## src/rtl/wptr_full.sv

```systemverilog
// Write-side pointer, full flag and fill level for an asynchronous FIFO.
// Optional almost-full comparator enabled by defining WPTR_FULL_ALMOST_EN.
module wptr_full #(
  parameter int addr_width   = 8,
  parameter int afull_thresh = 2**addr_width - 4
) (
  input  logic                  wclk,
  input  logic                  wrst,
  input  logic                  winc,
  input  logic [addr_width:0]   wq2_rptr,
  output logic [addr_width-1:0] waddr,
  output logic [addr_width:0]   wptr,
  output logic                  wfull,
  output logic [addr_width:0]   wlevel,
  output logic                  walmost_full,
  output logic                  woverflow
);

  localparam int aw = addr_width;

  if (addr_width < 2 || afull_thresh < 0 || afull_thresh > 2**addr_width) begin : g_param_check
    $error("wptr_full: addr_width must be >= 2 and afull_thresh within 0..2**addr_width");
  end

  logic [aw:0] wbin;
  logic [aw:0] wbinnext;
  logic [aw:0] wgraynext;
  logic [aw:0] rbin_s;
  logic [aw:0] level_next;
  logic [aw:0] full_ptr;
  logic        wpush;

  // NOTE: every variable driven in always_comb gets a default first, so no
  // path through the block can leave it unassigned and infer a latch.
  always_comb begin
    rbin_s = '0;
    for (int i = 0; i <= aw; i++) begin
      rbin_s[i] = ^(wq2_rptr >> i);
    end
  end

  assign wpush      = winc & ~wfull;
  assign wbinnext   = wbin + {{aw{1'b0}}, wpush};
  assign wgraynext  = (wbinnext >> 1) ^ wbinnext;
  assign level_next = wbinnext - rbin_s;
  // Full when the write pointer is one lap ahead: top two Gray bits inverted.
  assign full_ptr   = {~wq2_rptr[aw:aw-1], wq2_rptr[aw-2:0]};
  assign waddr      = wbin[aw-1:0];

  // NOTE: sequential state uses non-blocking assignments so every register
  // samples the pre-edge values regardless of statement order.
  always_ff @(posedge wclk) begin
    if (wrst) begin
      wbin      <= '0;
      wptr      <= '0;
      wfull     <= 1'b0;
      wlevel    <= '0;
      woverflow <= 1'b0;
    end else begin
      wbin   <= wbinnext;
      wptr   <= wgraynext;
      wfull  <= (wgraynext == full_ptr);
      wlevel <= level_next;
      if (winc && wfull) begin
        woverflow <= 1'b1;
      end
    end
  end

`ifdef WPTR_FULL_ALMOST_EN
  localparam logic [aw:0] afull_lvl = (aw + 1)'(afull_thresh);

  always_ff @(posedge wclk) begin
    if (wrst) begin
      walmost_full <= 1'b0;
    end else begin
      walmost_full <= (level_next >= afull_lvl);
    end
  end
`else
  assign walmost_full = 1'b0;
`endif

endmodule
```

## config.mk

```make
export PLATFORM = sky130hd
export DESIGN_NAME = wptr_full
export DESIGN_NICKNAME = d
export VERILOG_FILES = /design/src/rtl/wptr_full.sv
export SDC_FILE = /design/constraint.sdc
export NUM_CORES = 1
export LEC_CHECK = 0
export CAP_MARGIN = 20
export CORE_MARGIN = 5
export CORE_UTILIZATION = 50
export CTS_CLUSTER_DIAMETER = 40
export DETAILED_ROUTE_END_ITERATION = 10
export HOLD_SLACK_MARGIN = 0.08
export PLACE_DENSITY = 0.79
export SLEW_MARGIN = 20
export SYNTH_ARGS = -nofsm -noshare
export SYNTH_HDL_FRONTEND = slang
export SYNTH_SLANG_ARGS = --single-unit
```

## constraint.sdc

```tcl
create_clock -name wclk -period 3.94 [get_ports wclk]
set_clock_uncertainty 0.2 [all_clocks]
set_input_delay 0.394 -clock wclk [delete_from_list [all_inputs] [get_ports wclk]]
set_output_delay 0.394 -clock wclk [all_outputs]
set_load 0.05 [all_outputs]
```

### Yosys cells after proc, flatten, opt, wreduce, memory -nomap -nowiden

Index checks and enable logic that the tools add are counted.

* input bits: 12
* flip-flop bits (word level): 29
* output and inout bits: 29

* $add $sub $neg: 2
* bitwise gates (word level): 4
* reductions and logical operators: 10
* equality and inequality tests: 1

Operator list (number)
* 9-bit parity: 9
* 9-bit by 1-bit adder with 9-bit output: 1
* 9-bit equality test: 1
* 9-bit subtractor: 1
* 8-bit by 9-bit bitwise XOR with 9-bit output: 1
* 2-bit inverter: 1
* 1-bit AND: 1
* 1-bit logical AND: 1
* 1-bit inverter: 1

### Longest topological paths before layout

* word-level depth: 5
* gate-level depth with buffers: 14
* mapped depth without buffers: 14

### Least setup slack after synthesis

Ideal clock, no wire load.

* path type: register to register
* start point: reg wfull
* end point: reg wlevel[8]
* setup slack: 0.437 ns
* period minus slack after synthesis: 3.503 ns
* arrival: 3.166 ns
* setup time: 0.137 ns
* path buffers: 0
* stages on the path, launching flop included: 14
* cell sequence: dfxtp_1 nor2b_1 ha_1 ha_1 nand3_1 nor2_1 xnor2_1 inv_1 ha_1 nand3_1 o31ai_1 nor4b_1 a311oi_1 o311ai_1

* word-level cells in the longest chain between the ends: 4

Ends and longest elaborated chain
* start, declared: line 13 `output logic wfull,`
* start signal, assigned: line 62 `wfull <= (wgraynext == full_ptr);`
* 1-bit inverter: line 42 `assign wpush = winc & ~wfull;`
* 1-bit AND: line 42
* 9-bit by 1-bit adder with 9-bit output: line 43 `assign wbinnext = wbin + {{aw{1'b0}}, wpush};`
* 9-bit subtractor: line 45 `assign level_next = wbinnext - rbin_s;`
* end signal, assigned: line 63 `wlevel <= level_next;`
* end, declared: line 14 `output logic [addr_width:0] wlevel,`

Every way passes these cells.
A chain may end at the register's enable or synchronous reset.

### Final worst setup path

* start point: in wq2_rptr[6]
* end point: reg wlevel[7]

* word-level cells in the longest chain between the ends: 2
* elaborated cells on any way between the ends: 8
* those cells by class: add/sub: 1; reduce/logical: 7

Ends and longest elaborated chain
* start, declared: line 10 `input logic [addr_width:0] wq2_rptr,`
* 9-bit parity: line 38 `rbin_s[i] = ^(wq2_rptr >> i);`
* 9-bit subtractor (*): line 45

Mark *: on every way between the ends. The rest lies on a longest branch, timed or not.

==> metrics.yaml <==
yosys:
  post-synth-top-area-cell: "dfxtp_1"
  synth_fa_ha_area_share_pct: 7.79
  ys_ff_latch: 28
  yosys.area_share.simple_pct: 19.9
  synthTopCellsByArea: "dfxtp_1, xnor2_1, ha_1, nor2_1, xor2_1"
  synth_xor_area_share_pct: 25.1
  ys_warn_count: 0
  synthTopCellsByCount: "nor2_1, dfxtp_1, xnor2_1, nand2_1, inv_1"
  syn_avg_cell_area_um2: 8.93
  synth_top_family_by_area: "XOR/XNOR gates"
  synth_fp_nets: 229
  ys_seq_area_share_pct: 30.3
  synthCells: 207
  synth_ff_type: "dfxtp_1"
  async_reset_ff_share_pct: 0
  netlist-cell-type-count: 47
  synth-compound-area-share_pct: 10.9
  synth_top_area_share_pct: 30.3
  synth_edf_count: 0
  syn_area_mm2: 0.00185
  yosysMostFrequentCell: "nor2_1"
  synth_mux_area_share_pct: 1.15
critical_path:
  worstPathMaxFanout: 4
  cpPeakStageDelay_ns: 0.50
  cp.required_ns: 3.91
  reg2reg_depth: 14
  cp_num_cells: 12
  setup.worst_path.end_class: "flop"
  critPathKind: "primary input to flop"
  crit_path_start: "wq2_rptr[6]"
  rrSetupSlack_ns: 0.75
  crit_chain: "clkdlybuf4s50_1 > xor3_2 > xnor3_2 > xnor2_1 > inv_1 > ha_1 > nor2b_1 > o311ai_0 > a21oi_1 > nor3_1 > o21bai_1 > mux2_2"
  start_kind: "primary input"
  slowest_stage: "clkdlybuf4s50_1"
  r2r_start: "wfull"
  r2r-end: "wlevel[8]"
  critPathArrivalTime_ns: 3.60
  crit_family: "XOR/XNOR gates"
  worst-path-buf-inv: 2
timing:
  clock.fmax_ghz: 0.275
  setup-tns-final_ns: 0
  rsz0062_at_grt: "false"
  fin_ws_ns: 0.310
  period_needed_ns: 3.63
  finalSetupViolations: 0
  drv_slew: 0
  worst_pin_slew_ns: 0.517
  final_hold_viol_count: 0
  fin_crit_sh_pct: 92.1
  max_slew_margin_pct: 65.3
clock_tree:
  holdBufCountCts: 0
  postCtsSetupBuffers: 0
  insertion_delay_ns: 0.28
  cts-resized-gates: 0
  cts.path.max_buffers: 2
  cts_root_buf: "clkbuf_8"
  numCtsBuffers: 3
  htreeDepth: 1
  cts_sinks: 28
  cts.clk_slew.worst_paths_ns: 0.10
  cts_tree: "built"
flow_run:
  maxCapViolCount: 0
placement:
  placed_cell_area_mm2: 0.00237
  place_congestion: 0.858
  dp_hpwl_mm: 3.02
  pre_cts_ws_ns: 0.0141
  placed_cells: 301
  io_buffers: 39
layout:
  final_nets: 280
  syn_to_final_growth_pct: 32.2
  drive_gt1_share_pct: 10.9
  antenna_cells: 0
  design_area_mm2: 0.00244
  stdcell_count: 305
  n_fill_cell: 306
drt:
  met2_length_mm: 1.94
  wl_per_cell_um: 13.0
  drt_iter0_markers: 99
  finalWirelength_mm: 3.98
  wl_met3_um: 139
  met1_length_mm: 1.87
  route.detailed.drc: 0
  num_vias: 1583
  via_per_inst: 5.19
  first_pass_iters: 4
  drtAntennaViolNets: 0
  highest_layer: "met4"
global_route:
  grt_pass1_wl_mm: 6.71
  grt_pass1_vias: 1430
  grt_max_degree: 21
  grt_util_all_layers_pct: 16.4
  grt_remaining_overflow: 0
  antenna_found_initial: 0
power:
  leakagePower_nw: 1.02
  powerDensity_mw_per_mm2: 414
  ir_drop_v: 0.000319
  design_power_total_mw: 1.01
min_path:
  hold_path_depth: 2
  hold_start: "woverflow"
  hp-class: "flop to flop"
  min_to: "woverflow"
status:
  status: "finished clean"
floorplan:
  core_area_mm2: 0.00363
  die_x_um: 70.8
  fp.dieH_um: 70.8
  io_pins: 41
  initial_utilization_pct: 50.9
  dieArea_mm2: 0.00501
  rows: 22
placed cells by master, fill, tap and decap left out, drive strengths merged, types with 3 or more instances in the layout:
cell           synthesis  routed
nor2                  30      30
inv                   12      12
nor2b                  4       4
a21oi                  5       5
a21o                   3       3
nor3                   5       5
xor3                   3       3
o21ai                  4       4
and3                   3       3
dfxtp                 28      28
clkdlybuf4s50          0      39
xnor3                  3       3
nand3                  5       5
nor4b                  3       3
ha                     9       9
nand2                 14      14
buf                    4      15
xnor2                 25      25
o31ai                  3       3
o311ai                 3       3
xor2                  11      11
clkbuf                 4       3
state kept, by name, indices dropped and copies added, names as in the netlist:
name,flops
wlevel,9
wbin,9
wptr,8
wfull,1
woverflow,1
layout make-up:
| type | count | area [um2] | area share (%) |
|---|---|---|---|
| multi-input combinational | 159 | 1200 | 49.2 |
| sequential | 28 | 561 | 23.0 |
| timing repair buffer | 54 | 503 | 20.6 |
| tap | 48 | 60.1 | 2.46 |
| inverter | 12 | 45.0 | 1.84 |
| clock buffer | 3 | 41.3 | 1.69 |
| clock inverter | 1 | 30.0 | 1.23 |
cell families after synthesis:
kind of cell               after synthesis
adders and majority gates               11
muxes                                    2
DFF                                     28
buffers and inverters                   20
AOI/OAI and AO/OA                       28
other                                    1
and+or+nand+nor                         75
xor gates and xnor gates                42
tightest hold or removal path: stages (launching register included):
cell and delay [ns]:
dfxtp_1 0.34, a21oi_1 0.04, nor2_1 0.07
metal layers:
metal	vias up	track usage (%)
met3	4	1.85
met5	-	0
met2	29	26.6
li1	805	-
met4	0	5.64
met1	745	22.5
through the flow:
stage	util (%)	hold WS (ns)
6_report	67.2	0.280
2_1_floorplan	-	0.339
3_3_place_gp	65.3	0.250
3_5_place_dp	65.3	0.257
5_1_grt	67.2	0.340
4_1_cts	67.2	0.284
worst max-delay path by stage:
| stage | end |
|---|---|
| CTS | wlevel[7] |
| global placement | wlevel[7] |
| finish | wlevel[7] |
| floorplan | wlevel[8] |
| global route | wlevel[7] |
| detailed placement | wlevel[7] |
power breakdown:
group / leakage, nW / internal (mW) / switching (mW)
Combinational: 0.758 / 0.190 / 0.266
Sequential: 0.229 / 0.317 / 0.0107
Clock: 0.0357 / 0.136 / 0.0900
Total: 1.02 / 0.644 / 0.367
Note: power is estimated with default switching activity, not from simulation.
